`config.mk`:
```
export PLATFORM = sky130hd
export DESIGN_NAME = break_select_scan
export DESIGN_NICKNAME = d
export VERILOG_FILES = /design/src/rtl/break_select_scan.sv
export SDC_FILE = /design/constraint.sdc
export NUM_CORES = 1
export LEC_CHECK = 0
export BUFFER_PORTS_ARGS = -buffer_cell sky130_fd_sc_hd__buf_2
export CAP_MARGIN = 10
export CELL_PAD_IN_SITES_DETAIL_PLACEMENT = 0
export CELL_PAD_IN_SITES_GLOBAL_PLACEMENT = 2
export CORE_UTILIZATION = 39
export CTS_BUF_LIST = sky130_fd_sc_hd__clkbuf_8
export CTS_CLUSTER_SIZE = 12
export DETAILED_ROUTE_END_ITERATION = 8
export PLACE_DENSITY = 0.95
export SYNTH_ARGS = -nofsm -noshare
export SYNTH_HDL_FRONTEND = slang
export SYNTH_SLANG_ARGS = --single-unit
```
`constraint.sdc`:
```
create_clock -name clk -period 29.5 [get_ports clk]
set_clock_uncertainty 0.1 [all_clocks]
set_input_delay 1.475 -clock clk [delete_from_list [all_inputs] [get_ports clk]]
set_output_delay 1.475 -clock clk [all_outputs]
set_load 0.05 [all_outputs]
```
`src/rtl/break_select_scan.sv`:
```
// break_select_scan: sequential WalkSAT candidate scanner.
// Consumes one (variable, break value) pair per literal of the chosen
// clause, tracks the greedy minimum, applies freebie and noise rules,
// and offers one selected variable over a valid/ready handshake.
//
// Ports:
//   clk, reset        clock and synchronous active-low reset
//   start_i           begin a selection (IDLE only)
//   num_cand_i        literal count of the clause, sampled with start_i
//   noise_thresh_i    noise probability, sampled with start_i
//   cand_valid_i/cand_ready_o/cand_var_i/cand_break_i  candidate stream
//   sel_valid_o/sel_ready_i/sel_var_o/sel_break_o/sel_random_o  result
//   busy_o            scanner not idle
module break_select_scan #(
    parameter int          NUM_CLAUSES    = 20,
    parameter int          NUM_CANDIDATES = 3,
    parameter int          VAR_ID_BITS    = 8,
    parameter logic [15:0] LFSR_SEED      = 16'hACE1,
    localparam int         BV_BITS        = $clog2(NUM_CLAUSES),
    localparam int         CNT_BITS       = $clog2(NUM_CANDIDATES + 1)
) (
    input  logic                   clk,
    input  logic                   reset,
    input  logic                   start_i,
    input  logic [CNT_BITS-1:0]    num_cand_i,
    input  logic [15:0]            noise_thresh_i,
    input  logic                   cand_valid_i,
    output logic                   cand_ready_o,
    input  logic [VAR_ID_BITS-1:0] cand_var_i,
    input  logic [BV_BITS-1:0]     cand_break_i,
    output logic                   sel_valid_o,
    input  logic                   sel_ready_i,
    output logic [VAR_ID_BITS-1:0] sel_var_o,
    output logic [BV_BITS-1:0]     sel_break_o,
    output logic                   sel_random_o,
    output logic                   busy_o
);

    typedef enum logic [1:0] {
        IDLE = 2'd0,
        SCAN = 2'd1,
        DONE = 2'd2
    } state_t;

    localparam logic [15:0] SEED = (LFSR_SEED == 16'h0000) ?
                                   16'h0001 : LFSR_SEED;
    localparam logic [CNT_BITS-1:0] NMAX = CNT_BITS'(NUM_CANDIDATES);

    state_t                 state_q, state_d;
    logic [15:0]            lfsr_q, lfsr_d;
    logic [CNT_BITS-1:0]    n_q, n_d;
    logic [CNT_BITS-1:0]    cnt_q, cnt_d;
    logic [CNT_BITS-1:0]    ridx_q, ridx_d;
    logic                   rnd_q, rnd_d;
    logic                   zero_q, zero_d;
    logic [VAR_ID_BITS-1:0] bvar_q, bvar_d;
    logic [BV_BITS-1:0]     bbrk_q, bbrk_d;
    logic [VAR_ID_BITS-1:0] rvar_q, rvar_d;
    logic [BV_BITS-1:0]     rbrk_q, rbrk_d;
    logic [VAR_ID_BITS-1:0] svar_q, svar_d;
    logic [BV_BITS-1:0]     sbrk_q, sbrk_d;
    logic                   srnd_q, srnd_d;

    // Start-time decisions taken from the current LFSR value.
    logic [CNT_BITS-1:0] n_start;
    logic [7:0]          div;
    logic [CNT_BITS-1:0] r_start;
    logic                rnd_start;

    assign n_start   = (num_cand_i > NMAX) ? NMAX : num_cand_i;
    assign div       = (n_start == '0) ? 8'd1 : 8'(n_start);
    assign r_start   = CNT_BITS'(lfsr_q[7:0] % div);
    assign rnd_start = (noise_thresh_i == 16'hFFFF) ||
                       (lfsr_q < noise_thresh_i);

    // Running results including the candidate on the inputs this cycle,
    // so the final pick is ready on the edge of the last accept.
    logic                   upd;
    logic                   rhit;
    logic [CNT_BITS-1:0]    cnt_inc;
    logic                   last;
    logic                   zero_now;
    logic [VAR_ID_BITS-1:0] bvar_now;
    logic [BV_BITS-1:0]     bbrk_now;
    logic [VAR_ID_BITS-1:0] rvar_now;
    logic [BV_BITS-1:0]     rbrk_now;

    assign upd      = (cnt_q == '0) || (cand_break_i < bbrk_q);
    assign rhit     = (cnt_q == ridx_q);
    assign cnt_inc  = cnt_q + CNT_BITS'(1);
    assign last     = (cnt_inc == n_q);
    assign zero_now = zero_q || (cand_break_i == '0);
    assign bvar_now = upd ? cand_var_i : bvar_q;
    assign bbrk_now = upd ? cand_break_i : bbrk_q;
    assign rvar_now = rhit ? cand_var_i : rvar_q;
    assign rbrk_now = rhit ? cand_break_i : rbrk_q;

    always_comb begin
        state_d = state_q;
        lfsr_d  = {1'b0, lfsr_q[15:1]} ^ (lfsr_q[0] ? 16'hB400 : 16'h0000);
        n_d     = n_q;
        cnt_d   = cnt_q;
        ridx_d  = ridx_q;
        rnd_d   = rnd_q;
        zero_d  = zero_q;
        bvar_d  = bvar_q;
        bbrk_d  = bbrk_q;
        rvar_d  = rvar_q;
        rbrk_d  = rbrk_q;
        svar_d  = svar_q;
        sbrk_d  = sbrk_q;
        srnd_d  = srnd_q;
        unique case (state_q)
            IDLE: begin
                if (start_i && (num_cand_i != '0)) begin
                    state_d = SCAN;
                    n_d     = n_start;
                    ridx_d  = r_start;
                    rnd_d   = rnd_start;
                    cnt_d   = '0;
                    zero_d  = 1'b0;
                    bvar_d  = '0;
                    bbrk_d  = '0;
                    rvar_d  = '0;
                    rbrk_d  = '0;
                end
            end
            SCAN: begin
                if (cand_valid_i) begin
                    cnt_d  = cnt_inc;
                    zero_d = zero_now;
                    bvar_d = bvar_now;
                    bbrk_d = bbrk_now;
                    rvar_d = rvar_now;
                    rbrk_d = rbrk_now;
                    if (last) begin
                        state_d = DONE;
                        // A zero-break candidate wins over the noise pick.
                        if (!zero_now && rnd_q) begin
                            svar_d = rvar_now;
                            sbrk_d = rbrk_now;
                            srnd_d = 1'b1;
                        end else begin
                            svar_d = bvar_now;
                            sbrk_d = bbrk_now;
                            srnd_d = 1'b0;
                        end
                    end
                end
            end
            DONE: begin
                if (sel_ready_i) begin
                    state_d = IDLE;
                    svar_d  = '0;
                    sbrk_d  = '0;
                    srnd_d  = 1'b0;
                end
            end
            default: state_d = IDLE;
        endcase
    end

    always_ff @(posedge clk) begin
        if (!reset) begin
            state_q <= IDLE;
            lfsr_q  <= SEED;
            n_q     <= '0;
            cnt_q   <= '0;
            ridx_q  <= '0;
            rnd_q   <= 1'b0;
            zero_q  <= 1'b0;
            bvar_q  <= '0;
            bbrk_q  <= '0;
            rvar_q  <= '0;
            rbrk_q  <= '0;
            svar_q  <= '0;
            sbrk_q  <= '0;
            srnd_q  <= 1'b0;
        end else begin
            state_q <= state_d;
            lfsr_q  <= lfsr_d;
            n_q     <= n_d;
            cnt_q   <= cnt_d;
            ridx_q  <= ridx_d;
            rnd_q   <= rnd_d;
            zero_q  <= zero_d;
            bvar_q  <= bvar_d;
            bbrk_q  <= bbrk_d;
            rvar_q  <= rvar_d;
            rbrk_q  <= rbrk_d;
            svar_q  <= svar_d;
            sbrk_q  <= sbrk_d;
            srnd_q  <= srnd_d;
        end
    end

    assign cand_ready_o = (state_q == SCAN);
    assign sel_valid_o  = (state_q == DONE);
    assign busy_o       = (state_q != IDLE);
    assign sel_var_o    = svar_q;
    assign sel_break_o  = sbrk_q;
    assign sel_random_o = srnd_q;

endmodule
```
== Word level (Yosys, flattened, before mapping) ==
Index checks and enable logic that the tools add are counted.
Cells by class
  $add $sub $neg: 1
  multiply operators: 0
  divide/modulo/power cells: 1
  magnitude comparators: 3
  equal/unequal tests: 9
  shift operators: 0
  mux-type cells: 43
  bitwise operators: 1
  reductions and logical operators: 18
Operator list (number)
  8-bit two-way mux: 9
  8-bit one-hot mux with 2 select lines: 3
  5-bit two-way mux: 9
  5-bit one-hot mux with 2 select lines: 3
  16-bit == test, second input constant: 1
  16-bit less-than comparator: 1
  16-bit two-way mux: 1
  2-bit two-way mux: 8
  15-bit by 16-bit XOR with 16-bit output: 1
  8-bit by 8-bit remainder unit with 8-bit output: 1
  4-bit AND reduction: 2
  2-bit nonzero test: 4
  2-bit logical NOT: 3
  1-bit two-way mux: 6
  2-bit one-hot mux with 3 select lines: 1
  5-bit logical NOT: 1
  5-bit less-than comparator: 1
  2-bit == test: 2
  2-bit by 1-bit inequality test with 1-bit output, second input constant: 2
  2-bit inequality test, second input constant: 2
  1-bit one-hot mux with 2 select lines: 2
  2-bit one-hot mux with 2 select lines: 1
  1-bit logical OR: 3
  3-bit AND reduction: 1
  other kinds (7): 8
Storage, ports and cells
  register bits after elaboration: 66
  latch bits: 0
  bits in writable memories: 0
  memory bits (read-only): 0
  input bits: 36
  memories: 0

== Longest topological paths before layout ==
  depth after elaboration: 8
  mapped depth: 48

== Worst setup path before layout ==
No wires, ideal clock.
  path type: input port to flip-flop
  from: in num_cand_i[0]
  to: reg ridx_q[1]
  setup time: 122 ps
  data arrival time: 10194 ps
  required time: 29278 ps
  setup slack: 19084 ps
  stages: 47
  path through: nand2b_1 > inv_1 > ha_1 > nor2b_1 > nor2_1 > a21oi_1 > ha_1 > a21oi_1 > o2bb2ai_1 > ha_1 > o21ai_0 > and2b_2 > o211ai_1 > o21a_1 > inv_1 > ha_1 > o21ai_0 > nand2b_1 > [... 11 more ...] > buf_1 > nor3_1 > and3_2 > nand2b_1 > nor2_1 > a21oi_1 > ha_1 > o21ai_0 > and2b_1 > nand4b_1 > mux2i_1 > ha_1 > a221oi_1 > nand2_1 > a211o_1 > a311oi_2 > a21oi_1 > a311o_1
Between the ends
  longest elaborated chain between the ends: 5
RTL lines
  start: declaration: RTL line 25  | input logic [CNT_BITS-1:0] num_cand_i,
  2-bit greater-than comparator: RTL line 70  | assign n_start = (num_cand_i > NMAX) ? NMAX : num_cand_i;
  2-bit two-way mux: RTL line 70
  2-bit logical NOT: RTL line 71  | assign div = (n_start == '0) ? 8'd1 : 8'(n_start);
  2-bit two-way mux: RTL line 71
  8-bit by 8-bit remainder unit with 8-bit output: RTL line 72  | assign r_start = CNT_BITS'(lfsr_q[7:0] % div);
  end signal: assignment: RTL line 184  | ridx_q <= ridx_d;
  end: declaration: RTL line 53  | logic [CNT_BITS-1:0] ridx_q, ridx_d;
Several ways; a longest one is shown, not always the timed one.
A chain may end at the register's enable or synchronous reset.

== Worst setup path after layout ==
Same ends and word-level chain as after synthesis.

==> results.txt <==
Detailed Route Iter0 Violations = 191
Number of synthesized flops with an enable pin = 0
DRC viols = 0
Syn_area_per_cell = 8.25 um^2
Netlist cell types = 66
Final GP Congestion = 0.844
Status = completed
CTS tree = done
Remaining antenna violation count = 0
R2R depth = 44
Most common cell in the synthesized netlist = dfxtp_1
Core area = 10500 um^2
Async S/R FF share, synth = 0
Worst-path clk slew = 0.07 ns
Max-cap viol count = 0
Pleak = 2.14 nW
Area of the die = 11400 um^2
Worst setup SP type = primary input
PortBufs = 52
Hold WS = 0.352 ns
Critical path type = primary input to flip-flop
Filler instances = 1085
Slew margin rel. = 0.280
Mapped Cells = 517
First-pass GRT wire length = 17900 um
CTS Buf Count = 9
Starting Density = 0.408
Worst skew pair latency = 0.35 ns
RSZ-0062 raised after global routing = false
Total grt overflow = 0
Reg-to-Reg End = ridx_q[1]
Critical Path Fanout Max = 7
Die height = 107 um
Sink Count = 66
Vias per cell = 5.49
Post-route cell area = 4830 um^2
Reg2reg start = lfsr_q[7]
Fmax = 89.1 MHz
Final hold violations = 0
Quantity of gates resized following cts = 0
Final setup vio count = 0
Synth area leader = dfxtp_1
Post-CTS Setup Inserts = 0
WL/cell = 14.9 um
Minimum clock period = 11.22 ns
Nets = 633
Worst hold endpoint = lfsr_q[11]
Cell area after placement = 4630 um^2
Primary FF master, synth = dfxtp_1
# diodes = 0
Syn_nets = 590
Seq/Total Area, Yosys = 0.310
Final WL = 10500 um
Max Slew Vio Count = 0
DR pass1 iterations = 4
TNS Setup = 0 ns
Fin crit share = 0.380
Max clock buf depth = 2
Post-synth top area share = 0.310
Post-DP HPWL = 7510 um
Clock Tree Root = clkbuf_8
CP Capture Type = flip-flop
Worst EP arrival = 11.35 ns
Area Overhead vs Synth = 13.3%
# IOs = 53
Initial antenna violation count = 0
Top post-synthesis cells by count = dfxtp_1, nand2_1, nor2_1
Most frequent CP cell = ha_1
R2R setup slack = 19.54 ns
Worst Hold Class = flip-flop to flip-flop
Share of cells above drive strength 1 = 0.184
Hold bufs inserted after CTS = 0
GRT Resource Usage Total = 0.196
Row count = 37
Largest net degree at the start of global routing = 49
PwrDens = 61.4 nW/um^2
Mapped cell area = 4270 um^2
Slowest cell on the critical path = a211o_1
Htree depth = 3
Vias in the first global route = 3761
Warnings, synthesis = 0
Worst path max stage delay = 0.38 ns
Vias = 3846
Chip width = 107 um
Hold Path Depth = 1
Worst Tran Pin Value = 1.08 ns
Critical Path RT = 29.63 ns
Largest cells by area after synthesis = dfxtp_1, ha_1, mux2i_1, nand2_1, nor2_1
Worst vdd ir = 0.0262 mV
FF+latch count, synth = 66
Hold_sp = lfsr_q[12]
[report_power, final]
group	leakage, nW	switching (W)	internal, W
Combinational	1.50	0.0000727	0.0000465
Clock	0.103	0.0000371	0.0000415
Sequential	0.539	0.00000387	0.0000949
Total	2.14	0.000114	0.000183
[flip-flops by register name (all words and copies together), names as in the netlist]
signal and flops:
rbrk_q 5, sel_var_o 8, cnt_q 2, bvar_q 8
lfsr_q 16, bbrk_q 5, rnd_q 1, sel_random_o 1
sel_break_o 5, zero_q 1, state_q 2, ridx_q 2
rvar_q 8, n_q 2
[layout make-up]
type,instances,area (um^2),area share
Clock inverter,6,65.1,0.0135
Multi-Input combinational cell,392,2710,0.560
Inverter,33,124,0.0256
Clock buffer,10,138,0.0285
Sequential cell,66,1320,0.274
Tap cell,136,170,0.0352
Timing Repair Buffer,58,305,0.0632
[cell families after synthesis]
kind of cell / share of synthesized area
fa+ha+maj: 0.110
simple gates: 0.214
buf+inv: 0.0554
mux: 0.0748
xor+xnor: 0.0164
compound gates: 0.219
flops: 0.310
[per-layer routing]
| metal | routed length, um | GRT usage | part of all wire |
|---|---|---|---|
| met5 | 0 | 0 | 0 |
| met4 | 163 | 0.0675 | 0.016 |
| met3 | 301 | 0.0298 | 0.029 |
| met2 | 5050 | 0.327 | 0.48 |
| met1 | 4940 | 0.258 | 0.47 |
[worst max-delay path, delay by kind of cell]
| kind | cells | cell delay [ns] |
|---|---|---|
| simple gates | 15 | 3.24 |
| buf+inv | 3 | 0.43 |
| mux | 2 | 0.62 |
| compound gates | 19 | 3.30 |
| fa+ha+maj | 8 | 2.27 |
[cells in the final DEF, fill, tap and decap left out, drive strengths merged, types with 3 or more instances in the layout]
cell type / instances
a211o: 4
a21o: 10
a21oi: 37
a22oi: 13
and2: 8
buf: 58
clkbuf: 10
clkinv: 4
dfxtp: 66
ha: 36
inv: 33
mux2i: 30
nand2: 50
nand2b: 10
nand3: 31
nand4: 7
nor2: 50
nor2b: 6
nor3: 10
o211ai: 4
o21a: 5
o21ai: 13
o221a: 14
o31ai: 3
or3: 5
xnor2: 4
xor2: 4
[through the flow]
stage	setup slack, ns	utilization	total power, W	cells
CTS	18.34	0.462	0.000298	701
detailed placement	18.03	0.442	0.000219	685
global placement	18.45	0.442	0.000218	685
floorplan	19.08	-	0.000194	517
finish	18.28	0.462	0.000297	701
global route	17.35	0.462	0.000317	701
[how the worst max path moves through the flow]
stage	slack (ns)	start	to
2_1_floorplan	19.08	num_cand_i[0]	ridx_q[1]
6_report	18.28	num_cand_i[0]	ridx_q[1]
3_5_place_dp	18.03	num_cand_i[0]	ridx_q[1]
5_1_grt	17.35	num_cand_i[0]	ridx_q[1]
3_3_place_gp	18.45	num_cand_i[0]	ridx_q[1]
4_1_cts	18.34	num_cand_i[0]	ridx_q[1]
Power figures use the tool's default switching activity.
